File: config.mk
export PLATFORM = sky130hd
export DESIGN_NAME = if_stage_ras
export DESIGN_NICKNAME = d
export VERILOG_FILES = /design/src/rtl/if_stage_ras.sv
export SDC_FILE = /design/constraint.sdc
export NUM_CORES = 1
export LEC_CHECK = 0
export ABC_AREA = 1
export BUFFER_PORTS_ARGS = -buffer_cell sky130_fd_sc_hd__buf_4
export CAP_MARGIN = 20
export CORE_MARGIN = 8
export CORE_UTILIZATION = 30
export DETAILED_ROUTE_END_ITERATION = 12
export PLACE_DENSITY = 0.52
export SYNTH_ARGS = -nofsm -noshare
export SYNTH_HDL_FRONTEND = slang
export SYNTH_SLANG_ARGS = --single-unit
File: constraint.sdc
create_clock -name CLK -period 5.4 [get_ports CLK]
set_clock_uncertainty 0.05 [all_clocks]
set_input_delay 0.27 -clock CLK [delete_from_list [all_inputs] [get_ports CLK]]
set_output_delay 0.27 -clock CLK [all_outputs]
set_load 0.01 [all_outputs]
File: src/rtl/if_stage_ras.sv
// if_stage_ras: parametrised instruction-fetch PC generator.
// It supports sequential, relative, absolute and return next-PC modes.
// It has a return-address stack (RAS) for call/return and a sticky halt state.
//
// Ports:
//   CLK        clock; all state updates on the rising edge
//   Init       synchronous active-high reset; overrides every other input
//   Halt       request to enter HALTED (sticky until Init)
//   Stall      hold PC, RAS and flags for this cycle
//   Branch     next-PC mode: 00 seq, 01 relative, 10 absolute, 11 return
//   Call       with Branch=10, push PC+1 onto the RAS
//   Offset     signed relative displacement
//   Target     absolute jump/call target
//   PC         current fetch address (registered)
//   Halted     high while in HALTED
//   Ras_count  number of valid RAS entries
//   Ras_ovf    sticky: push while RAS full
//   Ras_unf    sticky: return while RAS empty
module if_stage_ras #(
    parameter int unsigned PC_W      = 8,
    parameter int unsigned OFF_W     = 8,
    parameter int unsigned RAS_DEPTH = 4,
    parameter int unsigned RESET_PC  = 0
) (
    input  logic                         CLK,
    input  logic                         Init,
    input  logic                         Halt,
    input  logic                         Stall,
    input  logic [1:0]                   Branch,
    input  logic                         Call,
    input  logic [OFF_W-1:0]             Offset,
    input  logic [PC_W-1:0]              Target,
    output logic [PC_W-1:0]              PC,
    output logic                         Halted,
    output logic [$clog2(RAS_DEPTH):0]   Ras_count,
    output logic                         Ras_ovf,
    output logic                         Ras_unf
);

    localparam int unsigned PTR_W = $clog2(RAS_DEPTH);
    localparam int unsigned CNT_W = PTR_W + 1;

    localparam logic [0:0] ST_RUN  = 1'b0;
    localparam logic [0:0] ST_HALT = 1'b1;

    localparam logic [1:0] BR_SEQ = 2'b00;
    localparam logic [1:0] BR_REL = 2'b01;
    localparam logic [1:0] BR_ABS = 2'b10;

    logic [0:0]       state_q, state_d;
    logic [PC_W-1:0]  pc_q, pc_d;
    logic [PTR_W-1:0] top_q, top_d;
    logic [CNT_W-1:0] cnt_q, cnt_d;
    logic             ovf_q, ovf_d;
    logic             unf_q, unf_d;
    logic [PC_W-1:0]  ras_mem_q [RAS_DEPTH];

    logic             push_en;
    logic [PC_W-1:0]  pc_inc;
    logic [PC_W-1:0]  off_ext;
    logic [PTR_W-1:0] top_m1;
    logic             ras_full;
    logic             ras_empty;

    // top_q points at the next free slot; when full it points at the oldest
    // entry, so a push there naturally overwrites the oldest return address.
    assign pc_inc    = pc_q + PC_W'(1);
    assign off_ext   = PC_W'($signed(Offset));
    assign top_m1    = top_q - PTR_W'(1);
    assign ras_full  = (cnt_q == CNT_W'(RAS_DEPTH));
    assign ras_empty = (cnt_q == CNT_W'(0));

    // Next-state and next-PC decode
    always_comb begin
        state_d = state_q;
        pc_d    = pc_q;
        top_d   = top_q;
        cnt_d   = cnt_q;
        ovf_d   = ovf_q;
        unf_d   = unf_q;
        push_en = 1'b0;

        if (state_q == ST_RUN) begin
            if (Halt) begin
                state_d = ST_HALT;
            end else if (!Stall) begin
                case (Branch)
                    BR_SEQ: pc_d = pc_inc;
                    BR_REL: pc_d = pc_q + off_ext;
                    BR_ABS: begin
                        pc_d = Target;
                        if (Call) begin
                            push_en = 1'b1;
                            top_d   = top_q + PTR_W'(1);
                            if (ras_full) begin
                                ovf_d = 1'b1;
                            end else begin
                                cnt_d = cnt_q + CNT_W'(1);
                            end
                        end
                    end
                    default: begin
                        if (!ras_empty) begin
                            pc_d  = ras_mem_q[top_m1];
                            top_d = top_m1;
                            cnt_d = cnt_q - CNT_W'(1);
                        end else begin
                            pc_d  = pc_inc;
                            unf_d = 1'b1;
                        end
                    end
                endcase
            end
        end
    end

    // State and control registers
    always_ff @(posedge CLK) begin
        if (Init) begin
            state_q <= ST_RUN;
            pc_q    <= PC_W'(RESET_PC);
            top_q   <= '0;
            cnt_q   <= '0;
            ovf_q   <= 1'b0;
            unf_q   <= 1'b0;
        end else begin
            state_q <= state_d;
            pc_q    <= pc_d;
            top_q   <= top_d;
            cnt_q   <= cnt_d;
            ovf_q   <= ovf_d;
            unf_q   <= unf_d;
        end
    end

    // RAS storage; contents are don't-care after reset
    always_ff @(posedge CLK) begin
        if (!Init && push_en) begin
            ras_mem_q[top_q] <= pc_inc;
        end
    end

    assign PC        = pc_q;
    assign Halted    = (state_q == ST_HALT);
    assign Ras_count = cnt_q;
    assign Ras_ovf   = ovf_q;
    assign Ras_unf   = unf_q;

endmodule

# Word-level counts from Yosys, hierarchy flattened
# Memories as Yosys holds them, arrays and structs flattened.
# Index checks and enable logic that the tools add are counted.
[op_classes]
eq_ne = 6
bitwise = 5
n_reduce_logical = 11
muxes = 18
n_addsub = 6
[ops]
columns = ["cell", "count"]
rows = [
  ["$pmux 8 s3", 1],
  ["$reduce_and 6->1", 2],
  ["$mux 1", 9],
  ["$mux 3", 3],
  ["$add 8x1->8 const B", 1],
  ["$add 8x8->8", 1],
  ["$mux 8", 1],
  ["$reduce_and 7->1", 1],
  ["$pmux 3 s2", 1],
  ["$not 1->1", 5],
  ["$reduce_and 5->1", 1],
  ["$mux 2", 2],
  ["$ne 2x2->1 const B", 2],
  ["$pmux 2 s2", 1],
  ["$add 3x1->3 const B", 1],
  ["$eq 3x3->1 const B", 1],
  ["$logic_not 3->1", 1],
  ["$reduce_and 3->1", 1],
  ["$reduce_or 3->1", 1],
  ["$sub 3x1->3 const B", 1],
  ["$add 2x1->2 const B", 1],
  ["$eq 2x1->1 const B", 1],
  ["$eq 2x2->1 const B", 1],
  ["$logic_not 2->1", 1],
  ["other kinds (5)", 5],
]
[totals]
output_inout_bits = 14
ramBits = 32
word_cells = 53
mem_count = 1
reg_bits = 16
in_bits = 23
[mem_list]
columns = ["name", "depth", "word_bits", "read_ports", "rd_clocked_by_memory_dff", "wr", "line", "source"]
rows = [
  ["ras_mem_q", 4, 8, 1, 0, 1, "56", "logic [PC_W-1:0] ras_mem_q [RAS_DEPTH];"],
]

# Logic depth before layout (Yosys ltp)
# Gate-level depths: netlist of the first run.
[depth]
ltp_word = 8
ltp_mapped = 13
depth_no_buf = 13

# Least setup slack after synthesis of the first run
# Ideal clock, no wire load.
[synth_path]
kind = "reg-to-reg"
start = "reg pc_q[0], in the netlist PC[0]"
end = "reg pc_q[6], in the netlist PC[6]"
t_arrival_ns = 1.649
setup_time_ns = 0.117
path_stages_with_launch = 14
required_ns = 5.233
synth_period_minus_slack_ns = 1.816
path_slack_ns = 3.584
path_cell_list = "dfxtp_1 -> ha_1 -> inv_1 -> fa_1 -> inv_1 -> nand3_1 -> nand2_1 -> nand2_1 -> nand2_1 -> nand2_1 -> nand3_1 -> nand2_1 -> nor2_1 -> nor2_1"
[synth_between]
elab_chain_cells = 3
elab_cells_between_ends = 4
classes_between = "add/sub (2); mux (2)"
[synth_rtl]
columns = ["item", "line", "source"]
rows = [
  ["start, declared", "51", "logic [PC_W-1:0] pc_q, pc_d;"],
  ["start signal, assigned", "121", "pc_q <= PC_W'(RESET_PC);"],
  ["start signal, assigned", "128", "pc_q <= pc_d;"],
  ["$add 8x1->8", "67", "assign pc_inc = pc_q + PC_W'(1);"],
  ["$mux 8", "103", "if (!ras_empty) begin"],
  ["$pmux 8 s3 *", "87", "case (Branch)"],
]
# Every way passes the cells marked *; elsewhere a longest branch is shown, timed or not.
# A chain may end at the register's enable or synchronous reset.

# Final worst setup path of the first run
[layout_path]
start = "reg top_q[0]"
end = "reg pc_q[5], in the netlist PC[5]"
[layout_between]
elab_chain_cells = 4
[layout_rtl]
columns = ["item", "line", "source"]
rows = [
  ["start, declared", "52", "logic [PTR_W-1:0] top_q, top_d;"],
  ["start signal, assigned", "129", "top_q <= top_d;"],
  ["$sub 2x1->2", "69", "assign top_m1 = top_q - PTR_W'(1);"],
  ["$mem_v2 4x8", "--", ""],
  ["$mux 8", "103", ""],
  ["$pmux 8 s3", "87", ""],
]
# Every way passes these cells.

==> flow_metrics.py, run 1 <==
metrics = {
    "worst_hold_path": {
        "holdPathEnd": "Halted",
        "min_path_type": "input port to flop",
        "min_path_cells": 2,
        "hp-start": "Init",
    },
    "clock_network": {
        "clock-sinks": 48,
        "hold_buffers": 0,
        "cts_inserted_buffers": 5,
        "htreeDepth": 2,
        "cts_tree": "done",
        "cts-root-buf": "clkbuf_8",
        "clk_path_buf_depth": 2,
        "ctsResizeCount": 0,
        "post_cts_buffers": 0,
        "path_clk_slew_ps": 90,
        "worstSkewPairLatency_ps": 300,
    },
    "route": {
        "num_vias": 2249,
        "drtPass1Iterations": 4,
        "post-route-drc-count": 0,
        "wirelength_mm": 6.99,
        "wl_per_cell_um": 14.6,
        "antenna_left": 0,
        "drt_iter0_markers": 90,
        "via_per_inst": 4.69,
    },
    "floorplanning": {
        "die_w_um": 112,
        "std_cell_rows": 35,
        "initial_core_util_pct": 30.4,
        "die-area_mm2": 0.0126,
        "io_pins": 37,
        "die_y_um": 112,
        "core_mm2": 0.00911,
    },
    "worst_setup_path": {
        "start_kind": "flop",
        "cp.arrival_ps": 2810,
        "worstPathRequired_ps": 5590,
        "rr_startpoint": "top_q[0]",
        "path_max_fanout": 20,
        "r2r_cells": 10,
        "reg2reg_setup_slack_ps": 2790,
        "endpoint_kind": "flop",
        "critPathKind": "flop to flop",
        "timing.rr.end": "PC[5]",
    },
    "layout": {
        "antenna_cells": 0,
        "nFillCells": 983,
        "fin_util_pct": 35.1,
        "nets": 405,
        "drive_gt1_share_pct": 17.1,
        "areaGrowthSynthToFinish_pct": 15.3,
    },
    "synth": {
        "synth_nets": 370,
        "ys_seq_area_share_pct": 46.2,
        "ys_types": 32,
        "syn_avg_cell_area_um2": 8.32,
        "ys_ff_latch": 48,
        "yosys_warnings": 0,
        "syn_area_mm2": 0.00277,
        "syn-instance-count": 333,
    },
    "power_and_ir_drop": {
        "ir_drop_mv": 0.0871,
        "pwr-share-seq_pct": 56.0,
        "power.total_uw": 728,
        "switching_share_pct": 26.6,
        "p_clk_share_pct": 28.9,
        "combPwrFrac_pct": 15.2,
        "power.switching_uw": 194,
        "intPower_uw": 534,
        "power.leakage_uw": 0.00135,
        "powerDensity_mw_per_mm2": 228,
    },
    "flow_run": {
        "maxCapViolations": 0,
    },
    "timing": {
        "setup_viol": 0,
        "fin_tns_setup_ps": 0,
        "drv_slew": 0,
        "clock.fmax_mhz": 383,
        "hold_ws_ps": 103,
        "fin_crit_sh_pct": 48.4,
        "finalHoldViolCount": 0,
        "tightest_slew_ps": 795,
        "setup_slack_ps": 2790,
        "rsz0062_at_grt": "false",
        "finalCriticalPeriod_ps": 2610,
        "slew_headroom_pct": 46.9,
    },
    "grt": {
        "overflow": 0,
        "track_usage_pct": 11.2,
        "grt_pass1_wl_mm": 11.4,
        "antenna_found_initial": 0,
        "grt_start_max_net_pins": 21,
        "grt_pass1_vias": 2240,
    },
    "placement": {
        "pre_cts_slack_ps": 2750,
        "io_buffers": 36,
        "finalWeightedCongestion": 0.774,
        "dp_hpwl_mm": 5.32,
    },
    "status": {
        "status": "finished, final reports clean",
    },
}
-- synthesized netlist by cell type, drive strengths merged --
library cell | n | area share, %
o21bai | 1 | 0.27
ha | 12 | 5.4
buf | 7 | 2.3
nor2 | 42 | 6.9
nand2 | 83 | 12
o211ai | 5 | 1.4
nand3 | 23 | 4.3
dfxtp | 16 | 12
clkbuf | 1 | 0.18
fa | 2 | 1.4
o21ai | 33 | 6.4
a21oi | 13 | 2.3
o22ai | 2 | 0.45
nand3b | 5 | 1.4
inv | 42 | 5.8
a211oi | 1 | 0.27
and2 | 1 | 0.32
nand4 | 2 | 0.45
nor3 | 2 | 0.36
edfxtp | 32 | 35
xor2 | 4 | 1.3
a31oi | 4 | 0.90
-- metrics by stage --
| step | instance area [um^2] | std cells |
|---|---|---|
| finish | 3190 | 480 |
| global route | 3190 | 480 |
| CTS | 3190 | 480 |
| detailed placement | 3110 | 472 |
| global placement | 3110 | 472 |
| floorplan | 2770 | 333 |
-- worst max path at each step --
stage / from / to
6_report: top_q[0] / PC[5]
5_1_grt: top_q[0] / PC[5]
4_1_cts: top_q[0] / PC[5]
3_5_place_dp: top_q[0] / PC[5]
3_3_place_gp: top_q[0] / PC[5]
2_1_floorplan: PC[0] / PC[6]
-- cell usage in the layout (no fill, tap or decap), drive strengths merged, types with 2 or more instances in the layout --
master  count
nand2      83
inv        42
nor2       42
buf        36
o21ai      33
edfxtp     32
nand3      23
dfxtp      16
a21oi      13
ha         12
clkbuf      7
nand3b      5
o211ai      5
xor2        4
a31oi       4
nand4       2
nor3        2
o22ai       2
fa          2
-- final cells by class --
class,instances,area [um^2],area share [%]
flip-flops and latches,48,1280,40.1
multi-input cells,235,1260,39.5
repair buffers,36,270,8.46
inverters,42,160,5.01
well taps,111,139,4.35
clock buffers,7,76.3,2.39
clock inverters,1,5.00,0.157
-- state kept, by name (all words and copies together) (netlist names) --
| name | count |
|---|---|
| Ras_ovf | 1 |
| Ras_count | 3 |
| top_q | 2 |
| Halted | 1 |
| Ras_unf | 1 |
| PC | 8 |
| ras_mem_q | 32 |
-- power by group through the flow --
stage | Sequential [uW] | Combinational, uW | Clock (uW)
after global routing | 409 | 124 | 226
final | 407 | 110 | 210
after CTS | 407 | 112 | 215
after global placement | 416 | 111 | 0
after floorplan | 415 | 69.8 | 0
after detailed placement | 416 | 111 | 0
-- worst max-delay path, cell delays in order, from the launching register on --
cell	delay, ps
dfxtp_1	840
inv_4	230
ha_1	600
inv_2	200
nand3_1	120
nand2_1	90
a21oi_1	130
o21ai_1	80
nand2_1	80
nor2_1	40
nor2_1	70
-- cells by family after synthesis --
| logic type | after synthesis | synth area share (%) |
|---|---|---|
| xor+xnor | 4 | 1.26 |
| buf+inv | 50 | 8.22 |
| simple gates | 158 | 25.5 |
| compound gates | 59 | 12.0 |
| flops | 48 | 46.2 |
| fa+ha+maj | 14 | 6.86 |
-- per-layer routing --
layer / part of all wire, % / global-route usage, % / vias to the layer above
met5: 0 / 0 / -
met4: 1.2 / 3.24 / 0
met3: 2.5 / 1.56 / 6
met2: 48 / 19.6 / 33
met1: 48 / 14.1 / 1035
li1: - / - / 1175
(Power assumes the default switching activity.)
==> inputs of run 2 (changes only) <==
--- a/config.mk
+++ b/config.mk
@@ -11,7 +11,7 @@
 export CORE_MARGIN = 8
 export CORE_UTILIZATION = 30
 export DETAILED_ROUTE_END_ITERATION = 12
-export PLACE_DENSITY = 0.52
+export PLACE_DENSITY = 0.54
 export SYNTH_ARGS = -nofsm -noshare
 export SYNTH_HDL_FRONTEND = slang
 export SYNTH_SLANG_ARGS = --single-unit
==> constraint.sdc (replaced) <==
create_clock -name CLK -period 2.11 [get_ports CLK]
set_clock_uncertainty 0.05 [all_clocks]
set_input_delay 0.1055 -clock CLK [delete_from_list [all_inputs] [get_ports CLK]]
set_output_delay 0.1055 -clock CLK [all_outputs]
set_load 0.01 [all_outputs]
==> flow_metrics.py, run 2 (synthesized netlist as in run 1, its figures left out) <==
metrics = {
    "timing": {
        "clock.fmax_mhz": 565,
        "slew_headroom_pct": 72.6,
        "hold_ws_ps": 78.2,
        "finalCriticalPeriod_ps": 1770,
        "rsz0062_at_grt": "false",
        "fin_tns_setup_ps": 0,
        "setup_viol": 0,
        "finalHoldViolCount": 0,
        "tightest_slew_ps": 410,
        "fin_crit_sh_pct": 83.8,
        "drv_slew": 0,
    },
    "layout": {
        "final_cell_mix": "nand2_1, buf_4, inv_1, nor2_1, edfxtp_1",
        "final_common_cell": "nand2_1",
        "antenna_cells": 0,
        "areaGrowthSynthToFinish_pct": 19.6,
        "largest_reg_flops": 32,
        "nets": 419,
        "drive_gt1_share_pct": 20.1,
        "top_register": "ras_mem_q",
    },
    "clock_network": {
        "cts_inserted_buffers": 5,
        "cts-root-buf": "clkbuf_8",
        "ctsResizeCount": 0,
        "cts_tree": "done",
        "worstSkewPairLatency_ps": 310,
        "clk_path_buf_depth": 2,
        "clock-sinks": 48,
        "htreeDepth": 2,
        "path_clk_slew_ps": 90,
    },
    "grt": {
        "grtUsageMet1_pct": 13.6,
        "grt_start_max_net_pins": 20,
        "overflow": 0,
        "grt_pass1_vias": 2339,
        "met2_usage_pct": 20.1,
        "grtUsageMet3_pct": 1.02,
        "track_usage_pct": 11.2,
        "busiest_layer": "met2",
        "grt_pass1_wl_mm": 11.5,
        "antenna_found_initial": 0,
    },
    "floorplanning": {
        "std_cell_rows": 35,
        "die_y_um": 112,
        "io_pins": 37,
        "core_mm2": 0.00911,
        "die_w_um": 112,
        "die-area_mm2": 0.0126,
        "initial_core_util_pct": 30.4,
    },
    "worst_setup_path": {
        "worstPathRequired_ps": 2260,
        "path_cells": "inv_1, fa_1, inv_1, nand3_1, nand2_1, nand2_1, nand2_1, nand2_1, nand3_1, nand2_1, nor2_1, nor2_1",
        "reg2reg_setup_slack_ps": 340,
        "crit_top_cell": "nand2_1",
        "critical_path_buf_inv_count": 2,
        "critPathKind": "flop to flop",
        "endpoint_kind": "flop",
        "start_kind": "flop",
        "crit_family": "simple AND/OR/NAND/NOR gates",
        "rr_startpoint": "PC[1]",
        "path_max_fanout": 6,
        "cp_slowest_cell": "dfxtp_1",
        "cpPeakStageDelay_ps": 460,
        "cp.arrival_ps": 1920,
        "timing.rr.end": "PC[6]",
        "r2r_cells": 12,
    },
    "placement": {
        "finalWeightedCongestion": 0.807,
        "io_buffers": 36,
        "dp_hpwl_mm": 5.23,
    },
    "flow_run": {
        "maxCapViolations": 0,
    },
    "route": {
        "wl_per_cell_um": 14.1,
        "post-route-drc-count": 0,
        "num_vias": 2322,
        "drt_iter0_markers": 171,
        "wirelength_mm": 6.97,
        "via_per_inst": 4.70,
        "drtPass1Iterations": 4,
        "antenna_left": 0,
    },
    "power_and_ir_drop": {
        "powerDensity_mw_per_mm2": 577,
        "power.leakage_uw": 0.00142,
        "ir_drop_mv": 0.288,
    },
    "worst_hold_path": {
        "hp-start": "Target[7]",
        "min_path_cells": 5,
        "min_path_type": "input port to flop",
        "holdPathEnd": "PC[7]",
    },
    "status": {
        "status": "finished, final reports clean",
    },
}
## run 2: worst max-delay path by stage
stage | startpoint | end | cells after the start | slack [ps]
after floorplan | PC[0] | PC[6] | 13 | 290
after global placement | PC[0] | PC[6] | 13 | 380
after detailed placement | PC[0] | PC[6] | 13 | 360
after CTS | PC[1] | PC[6] | 12 | 340
after global routing | PC[0] | PC[6] | 13 | 140
final | PC[1] | PC[6] | 12 | 340
## run 2: power breakdown
part | leakage, uW | switching, uW | internal, uW
clock network | 0.0000404 | 340 | 235
logic | 0.000958 | 176 | 126
registers | 0.000423 | 16.8 | 1020
## run 2: cell type report
cell class	instances	area (um^2)
inverters	42	160
clock inverters	3	23.8
fillers	935	5790
flip-flops and latches	48	1280
clock buffers	5	68.8
multi-input cells	235	1260
repair buffers	50	380
well taps	111	139
## run 2: timing repair
item,CTS,global route
hold buffers,2,0
buffers inserted,0,0
hold endpoints to repair,3,0
## run 2: layer usage
| metal | vias to the layer above | share of wire (%) |
|---|---|---|
| met4 | 0 | 2.0 |
| li1 | 1204 | - |
| met2 | 28 | 49 |
| met5 | - | 0 |
| met3 | 8 | 1.7 |
| met1 | 1082 | 47 |
## run 2: tightest hold or removal path, cell delays in order
cell,delay [ps]
buf_4,80
nand2_1,40
nand3_1,70
nor2_1,40
nor2_1,70
## run 2: metrics by stage
step                power [uW]  setup slack, ps  std cells  instance area (um^2)  utilization (%)
floorplan                 1240              294        333                  2770                -
finish                    1910              341        494                  3320             36.4
detailed placement        1360              361        484                  3200             35.2
global route              2000              136        494                  3320             36.4
CTS                       1930              341        494                  3320             36.4
global placement          1360              381        484                  3200             35.2
